**config.mk**
```make
export PLATFORM = sky130hd
export DESIGN_NAME = periph_noc_bridge
export DESIGN_NICKNAME = d
export VERILOG_FILES = /design/src/rtl/periph_bridge_pkg.sv /design/src/rtl/periph_noc_bridge.sv
export SDC_FILE = /design/constraint.sdc
export NUM_CORES = 1
export LEC_CHECK = 0
export BUFFER_PORTS_ARGS = -buffer_cell sky130_fd_sc_hd__buf_2
export CORE_AREA = 2 2 248 250
export DETAILED_ROUTE_END_ITERATION = 8
export DIE_AREA = 0 0 250 252
export PLACE_DENSITY = 0.43
export REMOVE_ABC_BUFFERS = 1
export SLEW_MARGIN = 25
export SYNTH_ARGS = -nofsm -noshare
export SYNTH_HDL_FRONTEND = slang
export SYNTH_SLANG_ARGS = --single-unit
```
**constraint.sdc**
```tcl
create_clock -name clk -period 1.6 [get_ports clk]
set_input_delay 0.32 -clock clk [delete_from_list [all_inputs] [get_ports clk]]
set_output_delay 0.32 -clock clk [all_outputs]
set_load 0.01 [all_outputs]
```
**src/rtl/periph_bridge_pkg.sv**
```systemverilog
// Shared types and peripheral address-window constants for periph_noc_bridge.
package periph_bridge_pkg;

    localparam logic [39:0] PERIPH_WIN_HI       = 40'h0000004000;
    localparam logic [3:0]  PERIPH_WIN_MAX_PAGE = 4'h5;
    // Storage width for the echoed ID; the bridge uses the low ID_W bits.
    localparam int unsigned BRIDGE_ID_MAX_W     = 16;

    typedef enum logic [1:0] {
        StIdle,
        StWaitAck,
        StResp
    } bridge_state_e;

    typedef struct packed {
        logic                       we;
        logic [55:0]                addr;
        logic [127:0]               wdata;
        logic [BRIDGE_ID_MAX_W-1:0] id;
    } bridge_req_t;

    function automatic logic addr_decode_ok(input logic [39:0] hi, input logic [3:0] page,
                                            input logic [2:0] lsb);
        return (hi == PERIPH_WIN_HI) && (page <= PERIPH_WIN_MAX_PAGE) && (lsb == 3'b000);
    endfunction

endpackage

```
**src/rtl/periph_noc_bridge.sv**
```systemverilog
// Single-outstanding fabric-to-peripheral-NoC bridge with address-window decode.
// Optional WAIT_ACK timeout enabled by defining PERIPH_BRIDGE_TIMEOUT_EN.
module periph_noc_bridge
    import periph_bridge_pkg::*;
#(
    parameter int unsigned ID_W           = 4,
    parameter int unsigned TIMEOUT_CYCLES = 256
) (
    input  logic            clk,
    input  logic            rst_n,
    input  logic            s_req_valid,
    output logic            s_req_ready,
    input  logic            s_req_we,
    input  logic [55:0]     s_req_addr,
    input  logic [127:0]    s_req_wdata,
    input  logic [ID_W-1:0] s_req_id,
    output logic            s_rsp_valid,
    input  logic            s_rsp_ready,
    output logic [127:0]    s_rsp_rdata,
    output logic [ID_W-1:0] s_rsp_id,
    output logic            s_rsp_err,
    output logic            noc_req,
    output logic            noc_we,
    output logic [55:0]     noc_addr,
    output logic [127:0]    noc_wdata,
    input  logic            noc_ack,
    input  logic [127:0]    noc_rdata
);

    bridge_state_e state_q, state_d;
    bridge_req_t   req_q, req_d;
    logic [127:0]  rdata_q, rdata_d;
    logic          err_q, err_d;
    logic          timeout;

`ifdef PERIPH_BRIDGE_TIMEOUT_EN
    logic [15:0] wait_cnt_q;

    // Held at zero outside WAIT_ACK, so it starts from zero on every entry.
    always_ff @(posedge clk or negedge rst_n) begin
        if (!rst_n) begin
            wait_cnt_q <= '0;
        end else if (state_q != StWaitAck) begin
            wait_cnt_q <= '0;
        end else begin
            wait_cnt_q <= wait_cnt_q + 16'd1;
        end
    end

    assign timeout = (state_q == StWaitAck) && (wait_cnt_q == 16'(TIMEOUT_CYCLES - 1));
`else
    assign timeout = 1'b0;
`endif

    always_ff @(posedge clk or negedge rst_n) begin
        if (!rst_n) begin
            state_q <= StIdle;
            req_q   <= '0;
            rdata_q <= '0;
            err_q   <= 1'b0;
        end else begin
            state_q <= state_d;
            req_q   <= req_d;
            rdata_q <= rdata_d;
            err_q   <= err_d;
        end
    end

    always_comb begin
        state_d = state_q;
        req_d   = req_q;
        rdata_d = rdata_q;
        err_d   = err_q;
        unique case (state_q)
            StIdle: begin
                if (s_req_valid) begin
                    req_d.we    = s_req_we;
                    req_d.addr  = s_req_addr;
                    req_d.wdata = s_req_wdata;
                    req_d.id    = BRIDGE_ID_MAX_W'(s_req_id);
                    if (addr_decode_ok(s_req_addr[55:16], s_req_addr[15:12], s_req_addr[2:0])) begin
                        state_d = StWaitAck;
                    end else begin
                        rdata_d = '0;
                        err_d   = 1'b1;
                        state_d = StResp;
                    end
                end
            end
            StWaitAck: begin
                // An ack in the timeout cycle takes priority over the timeout.
                if (noc_ack) begin
                    rdata_d = req_q.we ? '0 : noc_rdata;
                    err_d   = 1'b0;
                    state_d = StResp;
                end else if (timeout) begin
                    rdata_d = '0;
                    err_d   = 1'b1;
                    state_d = StResp;
                end
            end
            StResp: begin
                if (s_rsp_ready) begin
                    state_d = StIdle;
                end
            end
            default: state_d = StIdle;
        endcase
    end

    // Ready is gated by reset so it reads 0 for the whole reset interval.
    assign s_req_ready = (state_q == StIdle) && rst_n;
    assign s_rsp_valid = (state_q == StResp);
    assign s_rsp_rdata = rdata_q;
    assign s_rsp_id    = req_q.id[ID_W-1:0];
    assign s_rsp_err   = err_q;
    assign noc_req     = (state_q == StWaitAck);
    assign noc_we      = req_q.we;
    assign noc_addr    = req_q.addr;
    assign noc_wdata   = req_q.wdata;

    logic unused_id_hi;
    assign unused_id_hi = ^req_q.id;

endmodule

```
==> results of run 1 <==
## final timing paths
check / to / from / slack (ps) / cells after the start
worst max register to register: noc_wdata[67] / state_q[0] / -220 / 6
worst min-delay path: s_rsp_rdata[38] / noc_rdata[38] / 40 / 2
worst max-delay path: noc_wdata[67] / state_q[0] / -220 / 6
max in group asynchronous: noc_wdata[38] / rst_n / 470 / 3
worst min register to register: s_rsp_rdata[60] / s_rsp_rdata[60] / 490 / 1
min in group asynchronous: noc_addr[2] / rst_n / 540 / 3
## cells in the mapped netlist
| library cell | instances | area, um^2 |
|---|---|---|
| mux2i_1 | 1 | 10.0 |
| nor4_1 | 10 | 62.6 |
| nor3_1 | 1 | 5.00 |
| mux2_2 | 189 | 2130 |
| o21ai_0 | 1 | 5.00 |
| buf_2 | 28 | 140 |
| nor2_1 | 1 | 3.75 |
| inv_1 | 2 | 7.51 |
| nand2b_1 | 1 | 6.26 |
| a22o_1 | 129 | 1130 |
| dfrtp_1 | 320 | 8010 |
| or3_1 | 1 | 6.26 |
| nor4b_1 | 1 | 8.76 |
| nor3b_1 | 2 | 15.0 |
| o2bb2ai_1 | 1 | 8.76 |
| o31ai_2 | 1 | 12.5 |
| nand4_1 | 3 | 18.8 |
| nor2b_1 | 2 | 12.5 |
| a211oi_1 | 2 | 15.0 |
| buf_4 | 21 | 158 |
## cell families after synthesis
group,after synthesis
flip-flops,320
AO/OA/AOI/OAI,134
multiplexers,190
AND/OR/NAND/NOR,22
buffers and inverters,51
## metrics by stage
step	cell area, um^2	total power [uW]	utilization	setup slack (ps)	TNS (ps)
final	20900	23300	0.347	-219	-53600
after global routing	20900	24500	0.347	-316	-84580
after CTS	20600	23600	0.343	-227	-58930
after detailed placement	16400	14200	0.273	-1050	-164160
after global placement	16400	14200	0.273	-1090	-169120
after floorplan	11500	11500	-	-13300	-3412030
## routing by layer
layer	vias up	share of wire
li1	4645	-
met3	79	0.081
met2	432	0.52
met1	4924	0.37
met5	-	0.0010
met4	6	0.031
## registers in the layout (all words and copies together), names as in the netlist
register     flops
s_rsp_id         4
s_rsp_err        1
noc_we           1
s_rsp_rdata    128
noc_addr        56
noc_wdata      128
state_q          2
## power groups by stage
stage / logic (uW) / registers, uW / clock network, uW
after floorplan: 1400 / 10100 / 0
after global placement: 4320 / 9830 / 0
after detailed placement: 4350 / 9860 / 0
after CTS: 5040 / 9730 / 8850
after global routing: 5470 / 9860 / 9120
final: 5100 / 9710 / 8480
## repair_timing
action	CTS	global route
gates resized for setup	33	9
setup buffers	3	4
cloned	4	9
hold endpoints to repair	588	0
hold buffers	269	0
setup endpoints to repair	323	323
pin swaps	3	3
## critical path, stage by stage (launching register included)
cell and delay, ps:
dfrtp_1 400, buf_6 150, mux2i_2 160, nor3_2 180
buf_12 200, buf_16 220, mux2_2 360
## area by class of cell
| cell class | instances | area, um^2 |
|---|---|---|
| clock buffer | 59 | 1160 |
| clock inverter | 4 | 51.3 |
| fill | 5959 | 39300 |
| inverter | 2 | 7.51 |
| multi-input combinational | 346 | 3520 |
| sequential | 320 | 8010 |
| tap | 782 | 978 |
| timing repair buffer | 1003 | 7160 |
==> results.py, run 1 <==
metrics = {
    "synth": {
        "synthSimpleGateAreaFrac": 0.0118,
        "synth_fa_ha_area_frac": 0,
        "synth_compound_area_frac": 0.0996,
        "synth_top_family_by_area": "multiplexers",
        "yosysSeqAreaShare": 0.681,
        "synth_area_per_cell_um2": 16.4,
        "yosys_warnings": 0,
        "synth_seq_cells": 320,
        "synth_cells": 717,
        "synth_cell_types": 20,
        "synth-xor-area-share": 0,
        "synth_mux_area_frac": 0.182,
        "netlist_area_mm2": 0.0118,
    },
    "sta": {
        "drv_slew": 0,
        "fin_skew_ps": 12.2,
        "fin_crit_sh": 1.14,
        "fmax_mhz": 550,
        "worst_pin_slew_ps": 676,
        "final.setup.worst_slack_ps": -219,
        "final_hold_viol_count": 0,
        "rsz0062_at_grt": "true",
        "whs_ps": 39.7,
        "relSlewSlack": 0.550,
        "finalSetupViolCount": 323,
        "min_period_ps": 1820,
    },
    "routing": {
        "vias": 10086,
        "drt_wl_total_mm": 44.2,
        "dr.pass1.iters": 4,
        "viasPerCell": 4.01,
        "route.detailed.drc": 0,
        "wire_per_inst_um": 17.6,
        "drt-initial-drc-count": 366,
        "drtAntennaViolNets": 0,
    },
    "global_route": {
        "use_met3": 0.0461,
        "met2_usage": 0.242,
        "grt_pass1_wl_mm": 64.7,
        "grtUsageTotal": 0.133,
        "top_usage_layer": "met2",
        "grt_max_degree": 120,
        "antenna_found_initial": 3,
        "grt.overflow.total": 0,
        "grt_pass1_vias": 11021,
        "grt_use_met1": 0.140,
    },
    "clock_network": {
        "htreeDepth": 2,
        "numCtsBuffers": 38,
        "cts_tree": "yes",
        "clock_sinks": 320,
        "clkTransAtPathRegs_ps": 60,
        "clk_latency_ps": 540,
        "cts_root_buf": "clkbuf_16",
        "clock_path_buffers": 3,
    },
    "pwr": {
        "power.leakage_uw": 0.0103,
        "switching_share": 0.265,
        "ir_drop_mv": 0.654,
        "pwr-share-comb": 0.219,
        "powerDensity_mw_per_mm2": 1120,
        "clkPwrFrac": 0.364,
        "seqPwrFrac": 0.417,
        "p_switching_uw": 6180,
        "p_int_uw": 17100,
    },
    "final_layout": {
        "drive_gt1_frac": 0.569,
        "n_antenna_cell": 0,
        "nets": 2033,
        "final_cell_mix": "buf_2 (638), dfrtp_1 (320), dlygate4sd3_1 (269), mux2_2 (187), a22o_1 (129)",
        "area_growth_pct": 77.6,
        "layout_commonest_cell": "buf_2",
        "post_layout_nonfiller_instances": 2516,
    },
    "floorplan": {
        "die_h_um": 252,
        "fp.dieW_um": 250,
        "initial_utilization": 0.196,
        "rows": 90,
        "die_area_mm2": 0.0630,
        "num_io_pins": 643,
        "core_area_mm2": 0.0601,
    },
    "setup_path": {
        "worstPathArrival_ps": 2230,
        "critPathKind": "flop to flop",
        "endpoint_kind": "flop",
        "crit_fanout": 32,
        "required_ps": 2010,
        "startpoint_type": "flop",
    },
    "run": {
        "drv_cap": 0,
    },
    "run_status": {
        "failed_checks": "negative setup slack",
        "status": "finished with violations",
    },
    "placement": {
        "dp_hpwl_mm": 31.1,
        "portBuffers": 642,
        "gp_congestion": 0.813,
        "placed_cells": 2165,
    },
    "min_path": {
        "hold_class": "input pin to flop",
    },
}
Power figures use the tool's default switching activity.
==> run 2: changes to the inputs <==
--- a/config.mk
+++ b/config.mk
@@ -6,9 +6,11 @@
 export NUM_CORES = 1
 export LEC_CHECK = 0
 export BUFFER_PORTS_ARGS = -buffer_cell sky130_fd_sc_hd__buf_2
-export CORE_AREA = 2 2 248 250
+export CAP_MARGIN = 10
+export CORE_AREA = 2 2 249 251
+export CTS_BUF_LIST = sky130_fd_sc_hd__clkbuf_8
 export DETAILED_ROUTE_END_ITERATION = 8
-export DIE_AREA = 0 0 250 252
+export DIE_AREA = 0 0 251 253
 export PLACE_DENSITY = 0.43
 export REMOVE_ABC_BUFFERS = 1
 export SLEW_MARGIN = 25
==> run 2 against run 1 <==
Net effect:
- the run still ends with negative setup slack left
- global-route usage decreased by 0.22 points
- register-to-register slack got worse by 80 ps
- non-clock buffer count increased by 33
- sequential share of layout area decreased by 0.16 points
- total power decreased by 4.5%
- largest cell class unchanged
- critical path depth unchanged
- critical path type unchanged
==> results.py, run 2 (synthesis results as in run 1) <==
metrics = {
    "sta": {
        "relSlewSlack": 0.544,
        "fin_skew_ps": 21.2,
        "fin_crit_sh": 1.19,
        "drv_slew": 0,
        "worst_pin_slew_ps": 685,
        "rsz0062_at_grt": "true",
        "min_period_ps": 1900,
        "finalSetupViolCount": 323,
        "final.setup.worst_slack_ps": -298,
        "fmax_mhz": 527,
        "final_hold_viol_count": 0,
    },
    "routing": {
        "viasPerCell": 4.02,
        "drt-initial-drc-count": 315,
        "vias": 10439,
        "route.detailed.drc": 0,
        "drt_wl_total_mm": 43.8,
        "wire_per_inst_um": 16.9,
        "dr.pass1.iters": 4,
        "drtAntennaViolNets": 0,
    },
    "placement": {
        "placed_cells": 2167,
        "dp_hpwl_mm": 30.5,
        "gp_congestion": 0.751,
        "portBuffers": 642,
    },
    "pwr": {
        "p_total_uw": 22200,
        "power.leakage_uw": 0.0105,
        "ir_drop_mv": 0.661,
        "powerDensity_mw_per_mm2": 1060,
    },
    "clock_network": {
        "clkTransAtPathRegs_ps": 60,
        "cts_root_buf": "clkbuf_8",
        "clk_latency_ps": 620,
        "clock_path_buffers": 3,
        "clock_sinks": 320,
        "htreeDepth": 2,
        "numCtsBuffers": 59,
        "cts_tree": "yes",
    },
    "run_status": {
        "status": "finished with violations",
        "failed_checks": "negative setup slack",
    },
    "setup_path": {
        "endpoint_kind": "flop",
        "worstPathArrival_ps": 2390,
        "crit_fanout": 29,
        "required_ps": 2090,
        "startpoint_type": "flop",
        "critPathKind": "flop to flop",
    },
    "global_route": {
        "antenna_found_initial": 2,
        "grt_pass1_wl_mm": 64.9,
        "grtUsageTotal": 0.131,
        "grt_max_degree": 105,
        "grt_pass1_vias": 11323,
        "grt.overflow.total": 0,
    },
    "final_layout": {
        "layout_commonest_cell": "buf_2",
        "area_growth_pct": 78.3,
        "utilization": 0.344,
        "drive_gt1_frac": 0.551,
        "final_cell_mix": "buf_2 (638), dfrtp_1 (320), dlygate4sd3_1 (317), mux2_2 (189), a22o_1 (129)",
        "post_layout_nonfiller_instances": 2594,
        "n_fill_cell": 6070,
        "nets": 2087,
    },
    "floorplan": {
        "die_h_um": 253,
        "initial_utilization": 0.193,
        "num_io_pins": 643,
        "core_area_mm2": 0.0610,
        "fp.dieW_um": 251,
        "rows": 91,
        "die_area_mm2": 0.0635,
    },
    "run": {
        "drv_cap": 0,
    },
    "min_path": {
        "hold_class": "input pin to flop",
    },
}
## run 2: changes by cell type in the layout (fill, tap and decap cells not counted), moves of 2 or more
cell | before | now
clkbuf_8 | 7 | 70
dlygate4sd3_1 | 269 | 317
clkbuf_16 | 49 | 4
inv_1 | 1 | 25
clkbuf_1 | 11 | 0
buf_8 | 6 | 1
buf_6 | 11 | 7
buf_12 | 18 | 16
buf_16 | 5 | 3
buf_4 | 48 | 50
mux2_2 | 187 | 189
mux2_4 | 2 | 0
## run 2: power by group
| group | internal [uW] | switching (uW) |
|---|---|---|
| clock network | 4070 | 3440 |
| registers | 9190 | 516 |
| logic | 2760 | 2280 |
| total | 16000 | 6230 |
## run 2: metrics by stage
stage | setup TNS [ps] | worst slack, ps | hold WS (ps) | instance area, um^2
global placement | -191720 | -1230 | 289 | 16400
global route | -104290 | -391 | 36.7 | 21000
CTS | -68000 | -326 | 2.26 | 20800
floorplan | -3412030 | -13300 | 24.4 | 11500
finish | -70590 | -298 | 89.8 | 21000
detailed placement | -162110 | -991 | 290 | 16400
## run 2: final timing paths
kind | from | to | slack [ps] | depth (start not counted)
setup / recovery | state_q[0] | noc_addr[9] | -300 | 6
hold / removal | s_req_addr[29] | noc_addr[29] | 90 | 3
setup reg to reg | state_q[0] | noc_addr[9] | -300 | 6
hold reg to reg | s_rsp_rdata[108] | s_rsp_rdata[108] | 490 | 1
max in group asynchronous | rst_n | noc_wdata[51] | 430 | 4
min in group asynchronous | rst_n | state_q[0] | 250 | 3
## run 2: critical path: stages (launching register included)
cell	delay (ps)
dfrtp_1	400
buf_6	140
buf_4	130
nor3_2	210
clkbuf_16	260
buf_12	220
mux2_2	360
## run 2: layer usage
layer,up-vias,GRT usage,share of wire
li1,4769,-,-
met1,5122,0.147,0.38
met2,458,0.229,0.50
met3,88,0.0407,0.076
met4,2,0.0544,0.036
met5,-,0,0.00023
## run 2: timing repair
| item | in CTS | in global routing |
|---|---|---|
| setup endpoints to repair | 332 | 329 |
| setup buffers | 3 | 3 |
| hold buffers | 317 | 0 |
| hold endpoints to repair | 455 | 0 |
| gates cloned | 1 | 3 |
| pin swaps | 2 | 32 |
| gates resized for setup | 20 | 8 |
## run 2: area by class of cell
type,count,area [um^2],share of cell area
inverters,2,7.51,0.000358
flip-flops and latches,320,8010,0.382
well taps,790,988,0.0471
multi-input cells,346,3510,0.167
clock inverters,29,150,0.00716
diodes,1,2.50,0.000119
repair buffers,1036,7340,0.350
clock buffers,70,963,0.0459
